**src/rtl/mem_arbiter_pkg.sv**
```systemverilog
// ---------------------------------------------------------------------------
// mem_arbiter_pkg
// Shared definitions for the two-port memory arbiter: bus widths, the
// arbiter state encoding and the port identifiers.
//   RegBus     : width of the data bus (read and write data)
//   MemAddrBus : width of the memory address bus
//   ArbIdle / ArbBusy / ArbDone : 2-bit arbiter state encodings
//   PortIF  (0): instruction fetch port
//   PortMEM (1): MEM pipeline stage port
// ---------------------------------------------------------------------------
package mem_arbiter_pkg;

    localparam int RegBus     = 32;
    localparam int MemAddrBus = 32;

    typedef enum logic [1:0] {
        ArbIdle = 2'd0,
        ArbBusy = 2'd1,
        ArbDone = 2'd2
    } arb_state_e;

    localparam logic PortIF  = 1'b0;
    localparam logic PortMEM = 1'b1;

endpackage

```
**src/rtl/mem_arbiter_grant.sv**
```systemverilog
// ---------------------------------------------------------------------------
// mem_arbiter_grant
// Combinational grant picker for the two-port memory arbiter.
// Build option: MEM_ARB_RR_EN
//   undefined : fixed priority, the MEM port wins any tie
//   defined   : round-robin, a tie goes to the port that lost the last tie
// Ports:
//   req_i        : per-port request (bit 0 IF, bit 1 MEM)
//   last_grant_i : winner of the previous tie (MEM_ARB_RR_EN only)
//   valid_o      : at least one port is requesting
//   port_o       : selected port, meaningful only while valid_o is high
// ---------------------------------------------------------------------------
module mem_arbiter_grant
    import mem_arbiter_pkg::*;
(
    input  logic [1:0] req_i,
`ifdef MEM_ARB_RR_EN
    input  logic       last_grant_i,
`endif
    output logic       valid_o,
    output logic       port_o
);

    always_comb begin
        valid_o = |req_i;
        port_o  = PortIF;
        if (req_i == 2'b11) begin
`ifdef MEM_ARB_RR_EN
            port_o = ~last_grant_i;
`else
            // MEM drains first so the pipeline cannot deadlock on fetch
            port_o = PortMEM;
`endif
        end else if (req_i[1]) begin
            port_o = PortMEM;
        end
    end

endmodule

```
**src/rtl/mem_arbiter.sv**
```systemverilog
// ---------------------------------------------------------------------------
// mem_arbiter
// Shares the single external memory port between instruction fetch (port 0)
// and the MEM stage (port 1). One request is latched at a time, the external
// req/ack handshake is driven, and per-port busy/done status plus the read
// data are returned.
// Build option: MEM_ARB_RR_EN selects round-robin tie breaking instead of
// fixed MEM-over-IF priority.
// Ports:
//   clk, rst                : clock (rising edge), async active-low reset
//   req_re, req_we          : per-port read/write request, held until done
//   req_addr0/1, req_sel0/1 : per-port address and byte lanes
//   req_wdata0/1            : per-port write data
//   flush                   : kill an in-flight IF transaction
//   ext_req/we/addr/sel/wdata : external memory cycle
//   ext_ack, ext_rdata      : external completion and read data
//   busy                    : port has a pending or in-flight request
//   done                    : one-cycle completion pulse per port
//   rdata                   : captured read data, valid while done is high
// ---------------------------------------------------------------------------
module mem_arbiter
    import mem_arbiter_pkg::*;
(
    input  logic                  clk,
    input  logic                  rst,
    input  logic [1:0]            req_re,
    input  logic [1:0]            req_we,
    input  logic [MemAddrBus-1:0] req_addr0,
    input  logic [MemAddrBus-1:0] req_addr1,
    input  logic [3:0]            req_sel0,
    input  logic [3:0]            req_sel1,
    input  logic [RegBus-1:0]     req_wdata0,
    input  logic [RegBus-1:0]     req_wdata1,
    input  logic                  flush,
    output logic                  ext_req,
    output logic                  ext_we,
    output logic [MemAddrBus-1:0] ext_addr,
    output logic [3:0]            ext_sel,
    output logic [RegBus-1:0]     ext_wdata,
    input  logic                  ext_ack,
    input  logic [RegBus-1:0]     ext_rdata,
    output logic [1:0]            busy,
    output logic [1:0]            done,
    output logic [RegBus-1:0]     rdata
);

    arb_state_e            state_q, state_d;
    logic                  own_q, own_d;
    logic                  kill_q, kill_d;
    logic                  ext_req_q, ext_req_d;
    logic                  ext_we_q, ext_we_d;
    logic [MemAddrBus-1:0] ext_addr_q, ext_addr_d;
    logic [3:0]            ext_sel_q, ext_sel_d;
    logic [RegBus-1:0]     ext_wdata_q, ext_wdata_d;
    logic [RegBus-1:0]     rdata_q, rdata_d;
    logic [1:0]            req_any;
    logic                  grant_valid;
    logic                  grant_port;
`ifdef MEM_ARB_RR_EN
    logic                  last_grant_q, last_grant_d;
`endif

    assign req_any = req_re | req_we;

    mem_arbiter_grant u_grant (
        .req_i        (req_any),
`ifdef MEM_ARB_RR_EN
        .last_grant_i (last_grant_q),
`endif
        .valid_o      (grant_valid),
        .port_o       (grant_port)
    );

    always_comb begin
        state_d     = state_q;
        own_d       = own_q;
        kill_d      = kill_q;
        ext_req_d   = ext_req_q;
        ext_we_d    = ext_we_q;
        ext_addr_d  = ext_addr_q;
        ext_sel_d   = ext_sel_q;
        ext_wdata_d = ext_wdata_q;
        rdata_d     = rdata_q;
`ifdef MEM_ARB_RR_EN
        last_grant_d = last_grant_q;
`endif

        case (state_q)
            ArbIdle: begin
                if (grant_valid) begin
                    own_d     = grant_port;
                    kill_d    = 1'b0;
                    ext_req_d = 1'b1;
                    // a simultaneous re+we is a write because we is taken directly
                    ext_we_d  = req_we[grant_port];
                    if (grant_port == PortMEM) begin
                        ext_addr_d  = req_addr1;
                        ext_sel_d   = req_sel1;
                        ext_wdata_d = req_wdata1;
                    end else begin
                        ext_addr_d  = req_addr0;
                        ext_sel_d   = req_sel0;
                        ext_wdata_d = req_wdata0;
                    end
`ifdef MEM_ARB_RR_EN
                    // only contested grants move the round-robin pointer
                    if (req_any == 2'b11) begin
                        last_grant_d = grant_port;
                    end
`endif
                    state_d = ArbBusy;
                end
            end
            ArbBusy: begin
                // the external cycle cannot be aborted; a flushed fetch just
                // loses its completion pulse
                if (flush && (own_q == PortIF)) begin
                    kill_d = 1'b1;
                end
                if (ext_ack) begin
                    rdata_d   = ext_rdata;
                    ext_req_d = 1'b0;
                    state_d   = ArbDone;
                end
            end
            ArbDone: begin
                state_d = ArbIdle;
            end
            default: begin
                state_d = ArbIdle;
            end
        endcase
    end

    always_ff @(posedge clk or negedge rst) begin
        if (!rst) begin
            state_q     <= ArbIdle;
            own_q       <= PortIF;
            kill_q      <= 1'b0;
            ext_req_q   <= 1'b0;
            ext_we_q    <= 1'b0;
            ext_addr_q  <= '0;
            ext_sel_q   <= '0;
            ext_wdata_q <= '0;
            rdata_q     <= '0;
        end else begin
            state_q     <= state_d;
            own_q       <= own_d;
            kill_q      <= kill_d;
            ext_req_q   <= ext_req_d;
            ext_we_q    <= ext_we_d;
            ext_addr_q  <= ext_addr_d;
            ext_sel_q   <= ext_sel_d;
            ext_wdata_q <= ext_wdata_d;
            rdata_q     <= rdata_d;
        end
    end

`ifdef MEM_ARB_RR_EN
    // reset to IF so that MEM wins the first tie
    always_ff @(posedge clk or negedge rst) begin
        if (!rst) begin
            last_grant_q <= PortIF;
        end else begin
            last_grant_q <= last_grant_d;
        end
    end
`endif

    always_comb begin
        done = 2'b00;
        if (state_q == ArbDone) begin
            if (own_q == PortMEM) begin
                done[1] = 1'b1;
            end else if (!kill_q) begin
                done[0] = 1'b1;
            end
        end
    end

    assign busy      = req_any & ~done;
    assign ext_req   = ext_req_q;
    assign ext_we    = ext_we_q;
    assign ext_addr  = ext_addr_q;
    assign ext_sel   = ext_sel_q;
    assign ext_wdata = ext_wdata_q;
    assign rdata     = rdata_q;

endmodule

```
**config.mk**
```make
export PLATFORM = sky130hd
export DESIGN_NAME = mem_arbiter
export DESIGN_NICKNAME = d
export VERILOG_FILES = /design/src/rtl/mem_arbiter_pkg.sv /design/src/rtl/mem_arbiter_grant.sv /design/src/rtl/mem_arbiter.sv
export SDC_FILE = /design/constraint.sdc
export NUM_CORES = 1
export LEC_CHECK = 0
export CORE_AREA = 2 2 110 112
export DETAILED_ROUTE_END_ITERATION = 16
export DIE_AREA = 0 0 112 114
export DONT_BUFFER_PORTS = 1
export GPL_ROUTABILITY_DRIVEN = 0
export PLACE_DENSITY = 0.59
export SLEW_MARGIN = 10
export SYNTH_ARGS = -nofsm -noshare
export SYNTH_HDL_FRONTEND = slang
export SYNTH_SLANG_ARGS = --single-unit
export TNS_END_PERCENT = 10
```
**constraint.sdc**
```tcl
create_clock -name clk -period 1.59 [get_ports clk]
set_clock_uncertainty 0.1 [all_clocks]
set_input_delay 0.3975 -clock clk [delete_from_list [all_inputs] [get_ports clk]]
set_output_delay 0.3975 -clock clk [all_outputs]
set_load 0.005 [all_outputs]
```
==> results of run 1 <==
==> stage by stage <==
| stage | util [%] | TNS [ns] |
|---|---|---|
| floorplan | - | -3.313 |
| global placement | 43.45 | -5.665 |
| detailed placement | 43.45 | -6.644 |
| CTS | 46.62 | -10.29 |
| global route | 48.52 | -10.12 |
| finish | 48.52 | -6.952 |
==> sequential cells by signal (all words and copies together) (netlist names) <==
name,flops
own_q,1
ext_addr,32
rdata,32
state_q,2
ext_req,1
ext_we,1
ext_wdata,32
kill_q,1
ext_sel,4
==> cells in the final DEF, fill, tap and decap left out, drive strengths merged <==
master and n:
mux2 168, dfrtp 106, buf 20, clkbuf 14
inv 5, nor2 4, o21ai 3, a21o 2
a21oi 2, clkinv 2, nor4b 1, and3b 1
or2 1, nor2b 1, nand2 1, nand3b 1
mux2i 1
==> critical path: cells and delay by family (launching register included) <==
family	cells	cell delay [ns]
buffers and inverters	3	0.37
AND/OR/NAND/NOR	1	0.19
flip-flops	1	0.40
==> how the worst max path moves through the flow <==
| stage | startpoint | slack, ns | cells after the start | end |
|---|---|---|---|---|
| global route | state_q[0] | -0.28 | 4 | done[0] |
| finish | state_q[0] | -0.20 | 4 | done[0] |
| floorplan | state_q[1] | -0.05 | 4 | ext_addr[10] |
| CTS | state_q[0] | -0.23 | 4 | done[0] |
| global placement | req_we[1] | -0.1 | 5 | ext_wdata[14] |
| detailed placement | req_we[1] | -0.13 | 5 | ext_addr[0] |
==> area by class of cell <==
class	instances	area, um^2	share of cell area [%]
clock inverter	2	13.76	0.2422
multi-input combinational	186	2206	38.82
inverter	5	18.77	0.3303
clock buffer	12	256.5	4.514
timing repair buffer	22	350.3	6.166
tap	147	183.9	3.237
sequential	106	2653	46.69
==> layer usage <==
layer  GRT usage (%)  wire [um]  up-vias
met5               0          0        -
met4           7.317        207        0
met3           6.164       1018       14
met2           27.52       5618      162
met1           15.27       3585     1328
li1                -          -     1150
==> power by group <==
group,leakage (uW),internal [uW],switching [uW]
Combinational,0.00108,2610,1250
Clock,0.000134,1130,906
Sequential,0.00124,4100,1160
Total,0.00245,7840,3310
==> kinds of logic after synthesis <==
| group | after synthesis | share of synthesized area (%) |
|---|---|---|
| compound gates | 7 | 1.066 |
| simple gates | 10 | 1.222 |
| mux | 169 | 39.52 |
| flops | 106 | 55.12 |
| buf+inv | 22 | 3.068 |
==> repair_timing <==
item / CTS / global route
pin swaps: 3 / 1
hold endpoints to repair: 106 / 106
buffers inserted: 0 / 2
setup endpoints to repair: 78 / 105
gates cloned: 1 / 2
gates resized for setup: 17 / 37
==> results.json, run 1 <==
{
  "cp_data_arrival_time_ns": 1.29,
  "grt_max_degree": 107,
  "synthesis.nets": 490,
  "drive_above_1_share_pct": 62.46,
  "async_reset_ff_share_pct": 100.0,
  "initial_utilization_pct": 41.09,
  "synth_edf_count": 0,
  "crit_path_frequent_cell": "buf_6",
  "cts-root-buf": "clkbuf_16",
  "drc": 0,
  "reg2reg_depth": 5,
  "setup.worst_path.end_class": "output port",
  "slowest_stage": "dfrtp_1",
  "maxCapViolCount": 0,
  "grt_pass1_wl_mm": 14.86,
  "setup_ws_ns": -0.1972,
  "place_inst": 461,
  "ys_top_cells_by_area": "dfrtp_1, mux2_2, buf_6",
  "cts_sinks": 106,
  "cts_tree": "yes",
  "avgViaCountPerCell": 5.529,
  "crit_fanout": 3,
  "regToRegEndpoint": "ext_wdata[28]",
  "syn_area_um2": 4812,
  "synth-seq-cells": 106,
  "nets": 506,
  "cp.required_ns": 1.09,
  "cts.clk_slew.worst_paths_ns": 0.06,
  "clockBufferDepth": 2,
  "h-tree-depth": 3,
  "holdWs_ns": -0.3515,
  "ys_warn_count": 0,
  "regToRegSetupSlack_ns": -0.16,
  "die_h_um": 114,
  "wl_mm": 10.43,
  "cts_made_buffers": 9,
  "worst_skew_pair.late_latency_ns": 0.34,
  "die_w_um": 112,
  "yosysUniqueCellTypes": 19,
  "crit_chain": "buf_6 -> nor4b_4 -> buf_4 -> buf_6",
  "hold_path.class": "in2async",
  "ant_nets": 0,
  "fmax_mhz": 559.5,
  "hold_viol_final": 106,
  "ys_seq_area_share_pct": 55.12,
  "synthCells": 314,
  "routedWlPerCell_um": 21.73,
  "yosysMostFrequentCell": "mux2_2",
  "rsz0062_at_grt": "yes",
  "track_usage_pct": 15.21,
  "status": "finished with violations",
  "fin_crit_ns": 1.787,
  "slew_headroom_pct": 83.77,
  "crit_type": "reg2out",
  "hpwl_mm": 7.353,
  "portBuffers": 0,
  "pwr_density_cell_nw_per_um2": 1963,
  "vias": 2654,
  "tightest_slew_ns": 0.2435,
  "die_area_um2": 12770,
  "maxSlewViolCount": 0,
  "synth.largest_area_cell": "dfrtp_1",
  "setup_viol": 72,
  "coreArea_um2": 11710,
  "grt-ovfl-total": 0,
  "timing.final.crit_share_pct": 112.4,
  "final-instance-count-excl-fill": 480,
  "drtPass1Iterations": 3,
  "post-place-ws_ns": -0.1294,
  "placed_area_um2": 5089,
  "pin_count": 282,
  "grt_pass1_vias": 2801,
  "syn_area_per_cell_um2": 15.33,
  "cp-start-kind": "register",
  "n_antenna_cell": 0,
  "r2r_start": "state_q[0]",
  "violations": "negative hold slack, negative setup slack",
  "syn2layout_area_growth_pct": 18.07,
  "n_fill_cell": 1032,
  "synth_top_area_share_pct": 55.12,
  "vdd_drop_max_uv": 1017,
  "drt_iter0_drc": 107,
  "antenna_found_initial": 0,
  "slowest_delay_ns": 0.40,
  "synth_flop_cell": "dfrtp_1",
  "p_leak_uw": 0.002450,
  "p_total_uw": 11150,
  "final_cell_area_um2": 5682,
  "ys_top_cells_by_count": "mux2_2, dfrtp_1, buf_2, buf_6, mux2_1",
  "placementRows": 40
}
Note: power is estimated with default switching activity, not from simulation.
==> run 2, diff against run 1 <==
- TNS_END_PERCENT: 10 -> 20
==> run 2 against run 1 <==
Effect of this change: the flow still finishes with violations (negative hold slack, negative setup slack); hold slack improved by 0.00089 ns; wire length up 3.8%; sequential power barely moved; via count increased by 1.1%; maximum frequency down 0.26%; first-iteration DRC count fell by 9.3%; power grew 3.6%; final cell count rose by 1.0%; flip-flop and latch count stayed put; register-to-register slack worse by 0.04 ns; highest routed layer unchanged; clock-buffer cell count stayed put; clock power hardly changed.
==> results.json, run 2 (same netlist as run 1, synthesis figures left out) <==
{
  "vias": 2683,
  "cts_sinks": 106,
  "holdWs_ns": -0.3507,
  "rsz0062_at_grt": "yes",
  "seq_area_um2": 2653,
  "p_leak_uw": 0.002534,
  "grt_pass1_wl_mm": 15.49,
  "nets": 511,
  "setup_viol": 73,
  "r2r_start": "state_q[0]",
  "p_total_uw": 11560,
  "timing.final.crit_share_pct": 112.7,
  "violations": "negative hold slack, negative setup slack",
  "grt_pass1_vias": 2903,
  "regToRegEndpoint": "ext_addr[20]",
  "final_common_cell": "mux2_2",
  "hpwl_mm": 7.353,
  "post-place-ws_ns": -0.1294,
  "avgViaCountPerCell": 5.532,
  "cp.required_ns": 1.72,
  "clockBufferDepth": 2,
  "h-tree-depth": 3,
  "status": "finished with violations",
  "cp_data_arrival_time_ns": 1.92,
  "crit_fanout": 8,
  "maxSlewViolCount": 0,
  "place_inst": 461,
  "hold_viol_final": 106,
  "cts-root-buf": "clkbuf_16",
  "routedWlPerCell_um": 22.32,
  "wl_mm": 10.82,
  "crit_type": "reg2reg",
  "cp-start-kind": "register",
  "track_usage_pct": 15.93,
  "n_antenna_cell": 0,
  "drtPass1Iterations": 3,
  "vdd_drop_max_uv": 808.4,
  "drt_iter0_drc": 97,
  "most-common-layout-cells": "mux2_2, dfrtp_1, mux2_4",
  "syn2layout_area_growth_pct": 20.46,
  "initial_utilization_pct": 41.09,
  "drive_above_1_share_pct": 63.02,
  "die_area_um2": 12770,
  "fin_crit_ns": 1.792,
  "antenna_found_initial": 0,
  "tightest_slew_ns": 0.2404,
  "cts.clk_slew.worst_paths_ns": 0.07,
  "worst_skew_pair.late_latency_ns": 0.34,
  "regToRegSetupSlack_ns": -0.20,
  "maxCapViolCount": 0,
  "setup_ws_ns": -0.2018,
  "placementRows": 40,
  "hold_path.class": "in2async",
  "die_h_um": 114,
  "cts_made_buffers": 9,
  "ant_nets": 0,
  "reg2reg_depth": 6,
  "n_fill_cell": 1029,
  "grt-ovfl-total": 0,
  "setup.worst_path.end_class": "register",
  "multiInputGateArea_um2": 2243,
  "die_w_um": 112,
  "cts_tree": "yes",
  "fin_util_pct": 49.50,
  "pin_count": 282,
  "final-instance-count-excl-fill": 485,
  "portBuffers": 0,
  "coreArea_um2": 11710,
  "grt_max_degree": 107,
  "fmax_mhz": 558.1,
  "drc": 0,
  "pwr_density_cell_nw_per_um2": 1993,
  "slew_headroom_pct": 83.97
}
==> run 2: cell count changes in the layout (fill, tap and decap cells not counted) <==
cell and delta:
buf_12 -1, buf_16 +1, buf_4 +3, buf_8 +1, bufbuf_16 +1, mux2_2 -10
mux2_4 +10
==> run 2: worst max-delay path by stage <==
| stage | startpoint | end | slack [ns] | depth (start not counted) |
|---|---|---|---|---|
| 2_1_floorplan | state_q[1] | ext_addr[10] | -0.05 | 4 |
| 3_3_place_gp | req_we[1] | ext_wdata[14] | -0.1 | 5 |
| 3_5_place_dp | req_we[1] | ext_addr[0] | -0.13 | 5 |
| 4_1_cts | state_q[0] | done[0] | -0.23 | 4 |
| 5_1_grt | state_q[0] | done[0] | -0.28 | 4 |
| 6_report | state_q[0] | ext_addr[20] | -0.20 | 6 |
==> run 2: repair_timing <==
action | in CTS | in global routing
cloned | 3 | 3
hold endpoints to repair | 106 | 106
setup endpoints to repair | 78 | 105
buffers inserted | 3 | 1
resized for setup | 38 | 28
pin swaps | 3 | 1
==> run 2: cell type report <==
class,count,area share [%]
tap,147,3.173
multi-input combinational,186,38.70
sequential,106,45.76
inverter,5,0.3238
clock inverter,2,0.2374
timing repair buffer,27,7.382
clock buffer,12,4.425
==> run 2: power by group <==
part	switching, uW	internal (uW)	leakage (uW)
combinational	1330	2910	0.00116
sequential	1170	4100	0.00124
clock	914	1130	0.000134
==> run 2: metrics by stage <==
stage | TNS (ns) | cell area [um^2]
finish | -8.555 | 5797
global route | -13.15 | 5797
CTS | -10.08 | 5622
detailed placement | -6.644 | 5089
global placement | -5.665 | 5089
floorplan | -3.313 | 4848
==> run 2: critical path, cell delays in order (launching register included) <==
cell     delay [ns]
dfrtp_1        0.39
or2_4          0.27
a21oi_4        0.18
buf_12         0.19
buf_6          0.13
buf_16         0.12
mux2_4         0.30
==> run 2: layer usage <==
metal | vias to the layer above | GRT usage, % | routed length (um)
met2 | 163 | 29.05 | 5873
li1 | 1159 | - | -
met1 | 1347 | 16.11 | 3724
met3 | 14 | 6.164 | 1019
met5 | - | 0 | 0
met4 | 0 | 7.317 | 207
==> run 3, diff against run 2 <==
- REMOVE_ABC_BUFFERS: not set -> 1
==> run 3 against run 2 <==
Effect of this change: the run still ends with negative hold slack, negative setup slack left; combinational power fell by 3%; core utilization fell by 0.25 points; critical path depth fell by 1; wire length rose by 3.6%; first-iteration DRC count fell by 45%.
==> results.json, run 3 (same netlist as run 1, synthesis figures left out) <==
{
  "setup_viol": 72,
  "switching_share_pct": 29.37,
  "wl_mm": 11.21,
  "ant_nets": 0,
  "internal_power_uw": 8321,
  "power_switching_uw": 3460,
  "grt-ovfl-total": 0,
  "timing.critical_path.buf_inv": 2,
  "endpoint": "ext_wdata[1]",
  "rsz0062_at_grt": "yes",
  "holdWs_ns": -0.3513,
  "maxCapViolCount": 0,
  "cts-root-buf": "clkbuf_16",
  "most-common-layout-cells": "mux2_2, dfrtp_1, mux2_4",
  "cts_made_buffers": 9,
  "vdd_drop_max_uv": 857.4,
  "n_antenna_cell": 0,
  "worst_skew_pair.late_latency_ns": 0.33,
  "path_delay_family": "flip-flops",
  "cp_data_arrival_time_ns": 1.87,
  "regToRegSetupSlack_ns": -0.16,
  "pin_count": 282,
  "wl_met2_mm": 5.755,
  "placementRows": 40,
  "timing.final.crit_share_pct": 109.9,
  "coreArea_um2": 11710,
  "n_fill_cell": 1019,
  "crit_chain": "or2_4 -> a21oi_4 -> buf_12 -> clkbuf_16 -> mux2_2",
  "slew_headroom_pct": 76.33,
  "slowest_delay_ns": 0.39,
  "cp.depth": 5,
  "cts_tree": "yes",
  "track_usage_pct": 15.43,
  "cts.clk_slew.worst_paths_ns": 0.07,
  "r2r_start": "state_q[1]",
  "drtPass1Iterations": 4,
  "cp.required_ns": 1.71,
  "sequentialPowerShare_pct": 44.8,
  "p_clk_share_pct": 20.1,
  "die_area_um2": 12770,
  "h-tree-depth": 3,
  "crit_type": "reg2reg",
  "setup_ws_ns": -0.1573,
  "grt_max_degree": 107,
  "cts_sinks": 106,
  "final_common_cell": "mux2_2",
  "regToRegEndpoint": "ext_wdata[1]",
  "fin_crit_ns": 1.747,
  "die_w_um": 112,
  "dr_wl_met3_mm": 1.297,
  "drt-met1-wl_mm": 4.021,
  "drc": 0,
  "tightest_slew_ns": 0.3538,
  "slowest_stage": "dfrtp_1",
  "die_h_um": 114,
  "syn2layout_area_growth_pct": 19.86,
  "pwr_density_cell_nw_per_um2": 2042,
  "drive_above_1_share_pct": 62.35,
  "final-instance-count-excl-fill": 479,
  "portBuffers": 0,
  "initial_utilization_pct": 41.09,
  "drt_iter0_drc": 53,
  "grt_pass1_wl_mm": 15.12,
  "comb_power_share_pct": 35.0,
  "vias": 2624,
  "p_total_uw": 11780,
  "hold_viol_final": 106,
  "critPathLaunch": "state_q[1]",
  "multiInputGateArea_um2": 2256,
  "placed_area_um2": 5045,
  "clockBufferDepth": 2,
  "antenna_found_initial": 0,
  "avgViaCountPerCell": 5.478,
  "fmax_mhz": 572.3,
  "p_leak_uw": 0.002523,
  "cp-start-kind": "register",
  "seq_area_um2": 2653,
  "maxSlewViolCount": 0,
  "routedWlPerCell_um": 23.41,
  "grt_pass1_vias": 2806,
  "setup.worst_path.end_class": "register",
  "reg2reg_depth": 5,
  "hpwl_mm": 7.656,
  "final_cell_area_um2": 5768,
  "dr.max_layer_used": "met4",
  "violations": "negative hold slack, negative setup slack",
  "nets": 503,
  "hold_path.class": "in2async",
  "crit_fanout": 13,
  "place_inst": 457,
  "status": "finished with violations"
}
## run 3: cell count changes in the layout (fill, tap and decap cells not counted), moves of 2 or more
cell	previous run	this run
mux2_1	3	0
mux2_2	113	110
mux2_4	52	58
bufinv_16	0	2
buf_4	9	4
## run 3: worst min path at each step
stage	start	endpoint	slack, ns	cells after the start
after detailed placement	rst	rdata[24]	0.004	0
after global routing	rst	rdata[6]	-0.37	0
after CTS	rst	rdata[24]	-0.37	0
final	rst	rdata[6]	-0.35	0
after floorplan	rst	ext_addr[0]	0.002	0
after global placement	rst	rdata[6]	0.005	0
## run 3: repair_timing
action                                  4_1_cts  5_1_grt
buffers inserted                              1        1
hold endpoints to repair                    106      106
cloned                                        1        3
pin swaps                                     2        2
gates resized for setup                       8       63
endpoints found under the setup margin       72      104
## run 3: power groups by stage
stage                     combinational, uW  clock, uW  sequential [uW]
after floorplan                        2300          0             4880
after global placement                 2730          0             5300
after detailed placement               2860          0             5270
after CTS                              3080       2450             5280
after global routing                   4440       2540             5470
final                                  4130       2370             5280
## run 3: cell type report
cell class                 instances  share of cell area, %
inverter                           5                 0.3254
sequential                       106                  45.99
multi-input combinational        186                  39.11
clock buffer                      12                  4.273
tap                              147                  3.189
timing repair buffer              19                  5.835
clock inverter                     4                  1.280
## run 3: routing by layer
metal | GRT usage, % | up-vias
li1 | - | 1141
met1 | 16.07 | 1295
met2 | 27.52 | 178
met3 | 6.908 | 10
met4 | 5.854 | 0
met5 | 0 | -
## run 3: per-stage QoR
stage,utilization [%],worst slack (ns),setup TNS (ns)
5_1_grt,49.25,-0.2031,-11.08
3_3_place_gp,43.08,-0.09736,-4.975
3_5_place_dp,43.08,-0.1222,-6.088
6_report,49.25,-0.1573,-6.502
2_1_floorplan,-,-2.338,-176.64
4_1_cts,46.55,-0.1624,-7.389
